<file path="src/rtl/ap_hs_responder_pkg.sv">
// ---------------------------------------------------------------------------
// ap_hs_responder_pkg
// Shared definitions for the ap_ctrl_hs responder and the blocks that drive
// or check it (sequencer, checker).
//   hsState_t        : handshake FSM state encoding
//   DEF_DATA_W       : default width of the core result / ap_out
//   DEF_CNT_W        : default width of the latency counter
//   DEF_TIMEOUT_CYC  : default watchdog limit in cycles
// ---------------------------------------------------------------------------
package ap_hs_responder_pkg;

   typedef enum logic [1:0] {
      IDLE   = 2'd0,
      LAUNCH = 2'd1,
      BUSY   = 2'd2,
      DONE   = 2'd3
   } hsState_t;

   localparam int DEF_DATA_W      = 256;
   localparam int DEF_CNT_W       = 32;
   localparam int DEF_TIMEOUT_CYC = 100000;

endpackage

</file>
<file path="src/rtl/ap_hs_responder_if.sv">
// ---------------------------------------------------------------------------
// ap_hs_responder_if
// Block-level ap_ctrl_hs handshake bundle between an initiator (sequencer)
// and a responder, plus the result/measurement fields returned on ap_done.
//   ap_start    : initiator request (level)
//   ap_ready    : 1-cycle pulse, request accepted
//   ap_done     : 1-cycle pulse, result fields valid
//   ap_idle     : no operation in progress
//   ap_out      : captured core result (DATA_W)
//   ap_cycles   : launch-to-completion latency (CNT_W)
//   ap_timeout  : last completion was forced by the watchdog
// Modports: master = initiator side, slave = responder side.
// ---------------------------------------------------------------------------
interface ap_hs_responder_if
   import ap_hs_responder_pkg::*;
#(
   parameter int DATA_W = DEF_DATA_W,
   parameter int CNT_W  = DEF_CNT_W
) ();

   logic              ap_start;
   logic              ap_ready;
   logic              ap_done;
   logic              ap_idle;
   logic [DATA_W-1:0] ap_out;
   logic [CNT_W-1:0]  ap_cycles;
   logic              ap_timeout;

   modport master (
      output ap_start,
      input  ap_ready, ap_done, ap_idle, ap_out, ap_cycles, ap_timeout
   );

   modport slave (
      input  ap_start,
      output ap_ready, ap_done, ap_idle, ap_out, ap_cycles, ap_timeout
   );

endinterface

</file>
<file path="src/rtl/ap_hs_responder_sat_counter.sv">
// ---------------------------------------------------------------------------
// ap_hs_responder_sat_counter
// Loadable up-counter that sticks at all-ones instead of wrapping, with a
// "reached terminal value" flag. Load has priority over increment.
//   clk, rst_n   : clock, async active-low reset (count cleared)
//   load_i       : load loadVal_i on the next edge
//   loadVal_i    : value to load
//   en_i         : increment on the next edge (ignored while loading)
//   termVal_i    : terminal value for the compare
//   cnt_o        : current count
//   term_o       : count is at or beyond termVal_i
// ---------------------------------------------------------------------------
module ap_hs_responder_sat_counter #(
   parameter int CNT_W = 32
) (
   input  logic             clk,
   input  logic             rst_n,
   input  logic             load_i,
   input  logic [CNT_W-1:0] loadVal_i,
   input  logic             en_i,
   input  logic [CNT_W-1:0] termVal_i,
   output logic [CNT_W-1:0] cnt_o,
   output logic             term_o
);

   logic [CNT_W-1:0] cnt_q;
   logic [CNT_W-1:0] cnt_d;

   // Next count: a load restarts the measurement, otherwise count up while
   // enabled but hold at all-ones so a very long wait never reads as short.
   always_comb begin
      cnt_d = cnt_q;
      if (load_i) begin
         cnt_d = loadVal_i;
      end else if (en_i && (cnt_q != '1)) begin
         cnt_d = cnt_q + CNT_W'(1);
      end
   end

   // Count register, cleared by reset so a reset mid-operation starts clean.
   always_ff @(posedge clk or negedge rst_n) begin
      if (!rst_n) begin
         cnt_q <= '0;
      end else begin
         cnt_q <= cnt_d;
      end
   end

   // ">=" rather than "==" so the flag cannot be skipped past if the counter
   // is ever loaded above the terminal value.
   assign cnt_o  = cnt_q;
   assign term_o = (cnt_q >= termVal_i);

endmodule

</file>
<file path="src/rtl/ap_hs_responder.sv">
// ---------------------------------------------------------------------------
// ap_hs_responder
// Responder end of the ap_ctrl_hs handshake wrapped around a pulse-start /
// pulse-ready core, with launch-to-completion latency measurement and a
// watchdog that forces completion if the core never answers.
//   clk, rst_n  : clock, async active-low reset
//   apIf        : ap_ctrl_hs bundle (slave side): ap_start in; ap_ready,
//                 ap_done, ap_idle, ap_out, ap_cycles, ap_timeout out
//   core_start  : 1-cycle launch pulse to the core
//   core_ready  : 1-cycle completion pulse from the core
//   core_out    : core result, valid while core_ready is high
// All outputs come straight from registers (state decode or capture regs).
// ---------------------------------------------------------------------------
module ap_hs_responder
   import ap_hs_responder_pkg::*;
#(
   parameter int DATA_W      = DEF_DATA_W,
   parameter int CNT_W       = DEF_CNT_W,
   parameter int TIMEOUT_CYC = DEF_TIMEOUT_CYC
) (
   input  logic              clk,
   input  logic              rst_n,
   ap_hs_responder_if.slave  apIf,
   output logic              core_start,
   input  logic              core_ready,
   input  logic [DATA_W-1:0] core_out
);

   localparam logic [CNT_W-1:0] TIMEOUT_VAL = CNT_W'(TIMEOUT_CYC);

   hsState_t          state_q;
   hsState_t          state_d;

   logic              cntLoad;
   logic              cntEn;
   logic              cntTerm;
   logic [CNT_W-1:0]  cnt;

   logic              apIdle;
   logic              apReady;
   logic              apDone;

   logic [DATA_W-1:0] apOut_q;
   logic [CNT_W-1:0]  apCycles_q;
   logic              apTimeout_q;

   // State register. Reset drops any operation in flight back to IDLE.
   always_ff @(posedge clk or negedge rst_n) begin
      if (!rst_n) begin
         state_q <= IDLE;
      end else begin
         state_q <= state_d;
      end
   end

   // Next-state logic. ap_start is only looked at in IDLE and DONE, so
   // dropping or toggling it mid-operation never aborts anything. DONE goes
   // straight to LAUNCH when the initiator is already asking again.
   always_comb begin
      state_d = state_q;
      case (state_q)
         IDLE:    if (apIf.ap_start) state_d = LAUNCH;
         LAUNCH:  state_d = BUSY;
         BUSY:    if (core_ready || cntTerm) state_d = DONE;
         DONE:    state_d = apIf.ap_start ? LAUNCH : IDLE;
         default: state_d = IDLE;
      endcase
   end

   // Output and counter-control decode. The counter is loaded with 1 on the
   // edge into LAUNCH so the launch cycle itself counts as cycle 1.
   always_comb begin
      apIdle     = (state_q == IDLE);
      apReady    = (state_q == LAUNCH);
      core_start = (state_q == LAUNCH);
      apDone     = (state_q == DONE);
      cntLoad    = (state_d == LAUNCH);
      cntEn      = (state_q == LAUNCH) || (state_q == BUSY);
   end

   ap_hs_responder_sat_counter #(
      .CNT_W (CNT_W)
   ) u_latCnt (
      .clk       (clk),
      .rst_n     (rst_n),
      .load_i    (cntLoad),
      .loadVal_i (CNT_W'(1)),
      .en_i      (cntEn),
      .termVal_i (TIMEOUT_VAL),
      .cnt_o     (cnt),
      .term_o    (cntTerm)
   );

   // Result capture on the way into DONE only. A real core_ready beats a
   // watchdog expiry in the same cycle; on expiry the old result is kept.
   always_ff @(posedge clk or negedge rst_n) begin
      if (!rst_n) begin
         apOut_q     <= '0;
         apCycles_q  <= '0;
         apTimeout_q <= 1'b0;
      end else if (state_q == BUSY) begin
         if (core_ready) begin
            apOut_q     <= core_out;
            apCycles_q  <= cnt;
            apTimeout_q <= 1'b0;
         end else if (cntTerm) begin
            apCycles_q  <= TIMEOUT_VAL;
            apTimeout_q <= 1'b1;
         end
      end
   end

   assign apIf.ap_idle    = apIdle;
   assign apIf.ap_ready   = apReady;
   assign apIf.ap_done    = apDone;
   assign apIf.ap_out     = apOut_q;
   assign apIf.ap_cycles  = apCycles_q;
   assign apIf.ap_timeout = apTimeout_q;

endmodule
</file>
<file path="src/flat_wrapper.sv">
// flat-port wrapper written by rule: the top's interface ports become plain ports
module ap_hs_responder_flat import ap_hs_responder_pkg::*;
#(
   parameter int DATA_W      = DEF_DATA_W,
   parameter int CNT_W       = DEF_CNT_W,
   parameter int TIMEOUT_CYC = DEF_TIMEOUT_CYC
)
  (clk, rst_n, core_start, core_ready, core_out, apIf_ap_start, apIf_ap_ready, apIf_ap_done, apIf_ap_idle, apIf_ap_out, apIf_ap_cycles, apIf_ap_timeout);
  ap_hs_responder_if #(.DATA_W(DATA_W), .CNT_W(CNT_W)) apIf_i ();
  input  logic clk;
  input  logic rst_n;
  output logic core_start;
  input  logic core_ready;
  input  logic [DATA_W-1:0] core_out;
  input wire logic [$bits(apIf_i.ap_start)-1:0] apIf_ap_start;
  output wire logic [$bits(apIf_i.ap_ready)-1:0] apIf_ap_ready;
  output wire logic [$bits(apIf_i.ap_done)-1:0] apIf_ap_done;
  output wire logic [$bits(apIf_i.ap_idle)-1:0] apIf_ap_idle;
  output wire logic [$bits(apIf_i.ap_out)-1:0] apIf_ap_out;
  output wire logic [$bits(apIf_i.ap_cycles)-1:0] apIf_ap_cycles;
  output wire logic [$bits(apIf_i.ap_timeout)-1:0] apIf_ap_timeout;
  assign apIf_i.ap_start = apIf_ap_start;
  assign apIf_ap_ready = apIf_i.ap_ready;
  assign apIf_ap_done = apIf_i.ap_done;
  assign apIf_ap_idle = apIf_i.ap_idle;
  assign apIf_ap_out = apIf_i.ap_out;
  assign apIf_ap_cycles = apIf_i.ap_cycles;
  assign apIf_ap_timeout = apIf_i.ap_timeout;
  ap_hs_responder #(.DATA_W(DATA_W), .CNT_W(CNT_W), .TIMEOUT_CYC(TIMEOUT_CYC)) u_core (.clk(clk), .rst_n(rst_n), .apIf(apIf_i), .core_start(core_start), .core_ready(core_ready), .core_out(core_out));
endmodule
</file>
<file path="config.mk">
export PLATFORM = sky130hd
export DESIGN_NAME = ap_hs_responder_flat
export DESIGN_NICKNAME = d
export VERILOG_FILES = /design/src/rtl/ap_hs_responder_pkg.sv /design/src/rtl/ap_hs_responder_if.sv /design/src/rtl/ap_hs_responder_sat_counter.sv /design/src/rtl/ap_hs_responder.sv /design/src/flat_wrapper.sv
export SDC_FILE = /design/constraint.sdc
export NUM_CORES = 1
export LEC_CHECK = 0
export ABC_AREA = 1
export CORE_AREA = 5 5 213 215
export CTS_CLUSTER_DIAMETER = 100
export DETAILED_ROUTE_END_ITERATION = 12
export DIE_AREA = 0 0 218 220
export PLACE_DENSITY = 0.67
export SETUP_SLACK_MARGIN = 0.1
export SYNTH_ARGS = -nofsm -noshare
export SYNTH_HDL_FRONTEND = slang
export SYNTH_HIERARCHICAL = 1
export SYNTH_SLANG_ARGS = --single-unit
</file>
<file path="constraint.sdc">
create_clock -name clk -period 3.03 [get_ports clk]
set_input_delay 0.606 -clock clk [delete_from_list [all_inputs] [get_ports clk]]
set_output_delay 0.606 -clock clk [all_outputs]
set_load 0.02 [all_outputs]
</file>
; ---- Word level (Yosys, flattened, before mapping)
; Cells that the tools add are included.
[totals]
register_bits = 323
inputBits = 260
output_inout_bits = 293
wordCells = 30
[op_classes]
addsub = 1
order_cmp = 1
n_eq_ne = 5
n_mux = 10
n_reduce_logical = 8
[ops]
columns = cell, count
row1 = $mux 32, 4
row2 = $add 32x1->32 const B, 1
row3 = $ge 32x17->1 const B, 1
row4 = $ne 32x32->1 const B, 1
row5 = $pmux 2 s4, 1
row6 = $eq 2x1->1 const B, 2
row7 = $eq 2x2->1 const B, 2
row8 = $mux 2, 2
row9 = $reduce_and 2->1, 2
row10 = $reduce_bool 2->1, 2
row11 = $mux 1, 3
row12 = $logic_not 2->1, 1
row13 = $logic_or 1x1->1, 2
row14 = $logic_and 1x1->1, 1

; ---- Logic depth before layout (Yosys ltp)
; Gate-level depths: netlist (run 1).
[depth]
word_depth = 6
ltp_mapped = 26
ltp_nobuf = 24

; ---- Modules after synthesis
; Netlist (run 1), hierarchy kept.
[by_module_without_submodules]
columns = module, n_inst, cells_each, area_each_um2, seq_area_each_um2
row1 = ap_hs_responder, 1, 1277, 11818.8, 7282.0
row2 = ap_hs_responder_sat_counter, 1, 557, 3397.0, 800.8

; ---- Worst setup path before layout (run 1)
; Ideal clock, no wire load.
[synth_timing]
path_kind = reg-to-reg
startpoint = reg u_core.u_latCnt.cnt_q[11] (netlist: u_core/u_latCnt/cnt_o[11])
endpoint = reg u_core.u_latCnt.cnt_q[3] (netlist: u_core/u_latCnt/cnt_o[3])
setup_ps = 74
arrival_ps = 2551
required_ps = 2956
path_slack_ps = 405
path_stages_with_launch = 21
path_buffers = 2
period_less_slack_ps = 2625
path_cell_list = dfrtp_1 ha_1 nand2_1 o21bai_1 a21oi_1 nor2_1 nand2_1 nand2_1 nand2_1 nand2_4 nand2_4 nand2_1 nand3_1 nand2_1 inv_1 buf_2 clkinv_1 clkbuf_1 a31oi_1 nand2_2 o21ai_2
[synth_between]
elab_chain_len = 6
word_cells_on_any_way = 9
cone_classes = order compare: 1 / eq/ne: 2 / mux: 3 / reduce/logical: 3
[synth_rtl]
columns = item, line_no
row1 = start: declaration, ap_hs_responder_sat_counter.sv:26  ; logic [CNT_W-1:0] cnt_q;
row2 = start signal: assignment, ap_hs_responder_sat_counter.sv:45  ; cnt_q <= cnt_d;
row3 = $ge 32x17->1 *, ap_hs_responder_sat_counter.sv:52  ; assign term_o = (cnt_q >= termVal_i);
row4 = net u_core.cntTerm, ap_hs_responder.sv:36  ; logic cntTerm;
row5 = $logic_or 1x1->1 *, ap_hs_responder.sv:64  ; BUSY: if (core_ready || cntTerm) state_d = DONE;
row6 = $mux 2 *, ap_hs_responder.sv:64
row7 = $pmux 2 s4 *, ap_hs_responder.sv:61  ; case (state_q)
row8 = net u_core.state_d[0], ap_hs_responder.sv:32  ; hsState_t state_d;
row9 = $eq 2x1->1 *, ap_hs_responder.sv:77  ; cntLoad = (state_d == LAUNCH);
row10 = net u_core.cntLoad, ap_hs_responder.sv:34  ; logic cntLoad;
row11 = $mux 32 or $reduce_bool 2->1 (tied branches), --
; The timed path passes the listed nets; every way through them passes the cells marked *.
; A chain may end at the register's enable or synchronous reset.

; ---- Worst setup path after layout (run 1)
[layout_timing]
startpoint = reg u_core.u_latCnt.cnt_q[31] (netlist: u_core/u_latCnt/cnt_o[31])
endpoint = reg u_core.u_latCnt.cnt_q[0] (netlist: u_core/u_latCnt/cnt_o[0])
; The elaborated chain is that of the path after synthesis.

==> results.sh, run 1 <==
export IMPL_worstPathArrival_ns=3.09
export IMPL_drv_slew=0
export IMPL_worstRegToRegCells=19
export IMPL_row_count=77
export IMPL_cts_num_sinks=323
export IMPL_dpl_hpwl_mm=42.1
export IMPL_muxShareOfSynthArea=0
export IMPL_cts_buffers=40
export IMPL_path_max_fanout=35
export IMPL_clock_root_buffer="clkbuf_16"
export IMPL_r2r_end="u_core/u_latCnt/cnt_o[0]"
export IMPL_leakage_uw=0.0110
export IMPL_synthesis_area_um2=15200
export IMPL_grt_pass1_vias=14400
export IMPL_die_h_um=220
export IMPL_clk_latency_ns=0.55
export IMPL_tightest_slew_ns=1.03
export IMPL_die_w_um=218
export IMPL_yosysWarnings=6
export IMPL_gp_congestion=0.924
export IMPL_cp_required_ns=3.44
export IMPL_synth_cell_types=30
export IMPL_cp_cell_sequence="ha_1 -> nand2_1 -> nor2_1 -> nand2_1 -> nor2_2 -> nand2_1 -> nand2_1 -> nand2_4 -> nand2_4 -> nand2_1 -> nand3_1 -> nand2_1 -> inv_1 -> clkinv_1 -> buf_12 -> nand2_8 -> inv_2 -> nand2_1 -> nand3_1"
export IMPL_grt_pass1_wl_mm=87.3
export IMPL_drtIter0Drc=1408
export IMPL_yosys_area_share_adder=0.0304
export IMPL_seqCellArea_um2=8080
export IMPL_htree_levels=2
export IMPL_irDropWorstVdd_mv=0.863
export IMPL_fin_cells=3058
export IMPL_crit_type="reg -> reg"
export IMPL_clk_pin_slew_ns=0.06
export IMPL_multi_input_area_um2=6300
export IMPL_start_util=0.349
export IMPL_cts_setup_buffers=0
export IMPL_ys_seq_area_frac=0.531
export IMPL_rsz0062_at_grt="no"
export IMPL_cts_tree="built"
export IMPL_finalSetupViolations=0
export IMPL_final_antenna_net_count=0
export IMPL_fin_hold_ws_ns=0.0423
export IMPL_drc=0
export IMPL_ys_ff_latch=323
export IMPL_drive_gt1_frac=0.0573
export IMPL_vias=14800
export IMPL_dr_pass1_iters=5
export IMPL_grt_overflow=0
export IMPL_min_period_over_period=0.882
export IMPL_nNetsFinal=2728
export IMPL_slowest_stage="dfrtp_1"
export IMPL_yosys_area_share_simple=0.344
export IMPL_synth_top_area_cell="dfrtp_1"
export IMPL_wl_per_cell_um=18.9
export IMPL_port_buffers=552
export IMPL_reg2reg_from="u_core/u_latCnt/cnt_o[31]"
export IMPL_grt_max_degree=183
export IMPL_synth_area_per_cell_um2=8.30
export IMPL_synth_area_leaders="dfrtp_1 (53%), nand2_1 (19%), nand3_1 (12%)"
export IMPL_synth_xor_area_frac=0.00173
export IMPL_crit_path_end_kind="flop"
export IMPL_drv_cap=0
export IMPL_outcome="finished, final reports clean"
export IMPL_max_slew_margin=0.316
export IMPL_yosys_area_top_type_share=0.531
export IMPL_track_usage=0.231
export IMPL_setup_tns_ns=0
export IMPL_reg2reg_slack_ns=0.36
export IMPL_finalCriticalPeriod_ns=2.67
export IMPL_fillers=4080
export IMPL_critPathMaxStageDelay_ns=0.38
export IMPL_syn_to_final_growth_pct=49.0
export IMPL_synth_compound_area_share=0.0198
export IMPL_start_kind="flop"
export IMPL_synth_top_family_by_area="simple AND/OR/NAND/NOR gates"
export IMPL_worstHoldPathType="in -> async"
export IMPL_cts_buffer_depth=3
export IMPL_place_inst=2980
export IMPL_dieArea_um2=48000
export IMPL_syn_instance_count=1834
export IMPL_finClkSkew_ns=0.0154
export IMPL_hold_viol=0
export IMPL_fmax_mhz=374
export IMPL_antenna_found_initial=8
export IMPL_ios=553
export IMPL_core_area_um2=43500
export IMPL_p_per_area_nw_per_um2=1120
export IMPL_vias_per_cell=4.83
export IMPL_total_power_uw=25500
export IMPL_crit_top_cell="nand2_1"
export IMPL_drt_total_wl_mm=57.7
[placed cells by master, fill, tap and decap left out, drive strengths merged]
cell | netlist | routed
dfrtp | 323 | 323
nand3b | 12 | 12
nand2 | 781 | 782
o21ai | 23 | 23
nor3 | 1 | 1
o21bai | 3 | 3
nor2 | 78 | 78
clkinvlp | 0 | 1
diode | 0 | 7
clkinv | 1 | 9
inv | 73 | 73
a31oi | 3 | 3
conb | 2 | 64
clkbuf | 6 | 61
a21oi | 20 | 20
ha | 37 | 37
nand4 | 5 | 5
nand3 | 358 | 358
xor2 | 2 | 2
clkdlybuf4s50 | 0 | 550
bufinv | 0 | 1
xnor2 | 1 | 1
o21a | 1 | 1
buf | 104 | 51
[registers in the layout, summed over array words and instances (netlist names)]
register                count
u_core/apIf.ap_out        256
u_core/u_latCnt/cnt_o      32
u_core/state_q              2
u_core/apIf.ap_cycles      32
u_core/apIf.ap_timeout      1
[Yosys cell counts]
library cell  count
a21oi_1          20
a31oi_1           3
buf_2            52
buf_4            14
buf_6            38
clkbuf_1          6
clkinv_1          1
conb_1            2
dfrtp_1         323
ha_1             37
inv_1            72
inv_2             1
nand2_1         767
nand2_2           9
nand2_4           2
nand2_8           3
nand3_1         358
nand3b_1         12
nand4_1           5
nor2_1           75
nor2_2            2
nor2_4            1
nor3_1            1
o21a_1            1
o21ai_0          12
o21ai_1           1
o21ai_2          10
o21bai_1          3
xnor2_1           1
xor2_1            2
[where the power goes]
part | internal (uW) | total (uW) | leakage (uW) | switching (uW)
clock | 2750 | 4610 | 0.000617 | 1860
sequential | 6330 | 7450 | 0.00404 | 1120
combinational | 5430 | 13400 | 0.00638 | 8020
total | 14500 | 25500 | 0.0110 | 11000
[per-stage QoR]
stage | util | instance area (um^2) | worst slack [ns]
floorplan | - | 15400 | 0.405
global placement | 0.491 | 21400 | 0.306
detailed placement | 0.491 | 21400 | 0.252
CTS | 0.520 | 22600 | 0.241
global route | 0.521 | 22700 | 0.119
finish | 0.521 | 22700 | 0.359
[repair_timing]
| action | 4_1_cts | 5_1_grt |
|---|---|---|
| hold buffers | 0 | 0 |
| setup endpoints to repair | 0 | 7 |
| resized for setup | 0 | 2 |
[layout make-up]
cell class,count,share of cell area
clock inverters,10,0.00392
diodes,7,0.000773
flip-flops and latches,323,0.357
well taps,592,0.0327
multi-input cells,1390,0.278
clock buffers,60,0.0515
repair buffers,602,0.264
inverters,74,0.0123
[worst max-delay path, delay by kind of cell (launching register included)]
kind / cells / cell delay (ns)
buf+inv: 4 / 0.44
simple gates: 14 / 1.40
fa+ha+maj: 1 / 0.30
flops: 1 / 0.38
[logic make-up after synthesis]
group / count (synthesis)
flip-flops: 323
AO/OA/AOI/OAI: 50
adder cells (fa/ha/maj): 37
buffers and inverters: 184
XOR/XNOR: 3
other: 2
AND/OR/NAND/NOR: 1235
[metal layers]
layer | share of wire | up-vias | global-route usage
li1 | - | 7001 | -
met4 | 0.027 | 2 | 0.0655
met5 | 0.00019 | - | 0
met1 | 0.39 | 7045 | 0.293
met3 | 0.079 | 96 | 0.0536
met2 | 0.50 | 619 | 0.398
[worst max-delay path by stage]
stage                                    from                   endpoint
global placement    u_core/u_latCnt/cnt_o[31]   u_core/u_latCnt/cnt_o[0]
floorplan           u_core/u_latCnt/cnt_o[11]   u_core/u_latCnt/cnt_o[3]
global route         u_core/u_latCnt/cnt_o[0]  u_core/u_latCnt/cnt_o[16]
detailed placement  u_core/u_latCnt/cnt_o[31]   u_core/u_latCnt/cnt_o[0]
CTS                 u_core/u_latCnt/cnt_o[31]   u_core/u_latCnt/cnt_o[0]
finish              u_core/u_latCnt/cnt_o[31]   u_core/u_latCnt/cnt_o[0]
No activity file was read; power rests on OpenSTA's default activity.
==> run 2, diff against run 1 <==
- GPL_TIMING_DRIVEN: not set -> 0
==> results.sh, run 2 (synthesis results as in run 1) <==
export IMPL_cts_buffers=39
export IMPL_clk_pin_slew_ns=0.06
export IMPL_clk_latency_ns=0.53
export IMPL_ios=553
export IMPL_grt_overflow=0
export IMPL_drt_total_wl_mm=61.2
export IMPL_path_max_fanout=10
export IMPL_syn_to_final_growth_pct=52.6
export IMPL_max_slew_margin=0.424
export IMPL_core_area_um2=43500
export IMPL_dr_pass1_iters=5
export IMPL_cts_num_sinks=323
export IMPL_grt_pass1_vias=14900
export IMPL_slowest_stage="dfrtp_2"
export IMPL_crit_type="reg -> reg"
export IMPL_grt_max_degree=118
export IMPL_nNetsFinal=2802
export IMPL_die_w_um=218
export IMPL_drv_cap=0
export IMPL_finalSetupViolations=0
export IMPL_worstRegToRegCells=19
export IMPL_rsz0062_at_grt="no"
export IMPL_critPathMaxStageDelay_ns=0.46
export IMPL_reg2reg_from="u_core/u_latCnt/cnt_o[13]"
export IMPL_drive_gt1_frac=0.0921
export IMPL_final_cell_mix="nand2_1 (767), clkdlybuf4s50_1 (550), nand3_1 (358), dfrtp_1 (309), nor2_1 (75)"
export IMPL_row_count=77
export IMPL_vias_per_cell=4.82
export IMPL_leakage_uw=0.0114
export IMPL_worstPathArrival_ns=3.25
export IMPL_reg2reg_slack_ns=0.24
export IMPL_final_common_cell="nand2_1"
export IMPL_outcome="finished, final reports clean"
export IMPL_worstHoldPathType="in -> async"
export IMPL_drv_slew=0
export IMPL_cp_cell_sequence="ha_1 -> nand4_1 -> nor3_1 -> nand2_1 -> nand2_1 -> nand2_1 -> nand2_1 -> nand2_4 -> nand2_4 -> nand2_1 -> nand3_1 -> nand2_1 -> inv_1 -> buf_6 -> inv_8 -> clkbuf_8 -> a31oi_2 -> nand2_2 -> o21ai_2"
export IMPL_dieArea_um2=48000
export IMPL_clock_root_buffer="clkbuf_16"
export IMPL_track_usage=0.243
export IMPL_tightest_slew_ns=0.864
export IMPL_irDropWorstVdd_mv=0.647
export IMPL_p_per_area_nw_per_um2=1120
export IMPL_gp_congestion=0.921
export IMPL_die_h_um=220
export IMPL_cts_buffer_depth=3
export IMPL_antenna_found_initial=18
export IMPL_multi_input_area_um2=6300
export IMPL_start_util=0.349
export IMPL_cp_required_ns=3.49
export IMPL_crit_top_cell="nand2_1"
export IMPL_fillers=4063
export IMPL_hold_viol=0
export IMPL_fin_hold_ws_ns=0.134
export IMPL_min_period_over_period=0.920
export IMPL_drc=0
export IMPL_drtIter0Drc=1092
export IMPL_finClkSkew_ns=0.0110
export IMPL_port_buffers=551
export IMPL_wl_per_cell_um=19.5
export IMPL_total_power_uw=26100
export IMPL_dpl_hpwl_mm=47.1
export IMPL_crit_path_end_kind="flop"
export IMPL_r2r_end="u_core/u_latCnt/cnt_o[5]"
export IMPL_largest_reg_flops=256
export IMPL_fmax_mhz=359
export IMPL_seqCellArea_um2=8100
export IMPL_final_antenna_net_count=0
export IMPL_cts_tree="built"
export IMPL_start_kind="flop"
export IMPL_grt_pass1_wl_mm=89.7
export IMPL_htree_levels=2
export IMPL_finalCriticalPeriod_ns=2.79
export IMPL_vias=15100
-- run 2: cell types whose count changed in the layout (fill, tap and decap cells not counted), moves of 3 or more --
cell / before / now
a31oi_1: 3 / 0
clkbuf_8: 6 / 10
clkbuf_16: 42 / 39
buf_6: 0 / 40
buf_12: 7 / 0
dfrtp_2: 1 / 14
buf_2: 0 / 52
a31oi_2: 0 / 3
dfrtp_1: 322 / 309
diode_2: 7 / 19
buf_4: 43 / 29
clkbuf_1: 13 / 6
-- run 2: power by group --
part | internal (uW) | switching [uW]
combinational | 5830 | 8100
clock | 2660 | 1800
sequential | 6350 | 1390
total | 14800 | 11300
-- run 2: layout make-up --
cell class	instances	share of cell area
flip-flops and latches	323	0.349
diodes	19	0.00205
clock inverters	11	0.00388
well taps	592	0.0319
clock buffers	54	0.0483
plain buffers	110	0.0366
multi-input cells	1389	0.271
inverters	74	0.0123
repair buffers	568	0.245
-- run 2: timing repair --
item | 4_1_cts | 5_1_grt
buffers inserted | 0 | 15
resized for setup | 17 | 23
hold buffers | 0 | 0
pin swaps | 1 | 2
gates cloned | 0 | 0
endpoints found under the setup margin | 32 | 32
-- run 2: worst max path at each step --
stage / start / end / slack (ns) / depth (start not counted)
after floorplan: u_core/u_latCnt/cnt_o[11] / u_core/u_latCnt/cnt_o[3] / 0.40 / 20
after global placement: rst_n / u_core/apIf.ap_out[112] / -13.19 / 1
after detailed placement: u_core/u_latCnt/cnt_o[2] / u_core/u_latCnt/cnt_o[3] / -0.41 / 23
after CTS: u_core/u_latCnt/cnt_o[0] / u_core/u_latCnt/cnt_o[17] / 0.12 / 23
after global routing: u_core/u_latCnt/cnt_o[11] / u_core/u_latCnt/cnt_o[6] / 0.09 / 20
final: u_core/u_latCnt/cnt_o[13] / u_core/u_latCnt/cnt_o[5] / 0.24 / 19
-- run 2: worst max-delay path: cells and delay by family, from the launching register on --
family,cells,cell delay [ns]
simple gates,12,1.17
buf+inv,4,0.48
flops,1,0.46
compound gates,2,0.28
fa+ha+maj,1,0.32
-- run 2: per-stage QoR --
| stage | worst slack (ns) | cells | utilization | area [um^2] | TNS, ns |
|---|---|---|---|---|---|
| after floorplan | 0.405 | 1896 | - | 15400 | 0 |
| after global placement | -13.19 | 3039 | 0.498 | 21700 | -4250.80 |
| after detailed placement | -0.412 | 3041 | 0.500 | 21800 | -10.46 |
| after CTS | 0.115 | 3106 | 0.528 | 23000 | 0 |
| after global routing | 0.0914 | 3139 | 0.533 | 23200 | 0 |
| final | 0.242 | 3140 | 0.533 | 23200 | 0 |
-- run 2: per-layer routing --
metal | wire [um] | GRT usage
met1 | 23900 | 0.292
met2 | 30000 | 0.410
met3 | 4880 | 0.0655
met4 | 2460 | 0.110
met5 | 0 | 0
==> run 3, diff against run 2 <==
- CAP_MARGIN: not set -> 20
==> results of run 3 <==
The final DEF is identical to that of run 2; final timing and power are the same.
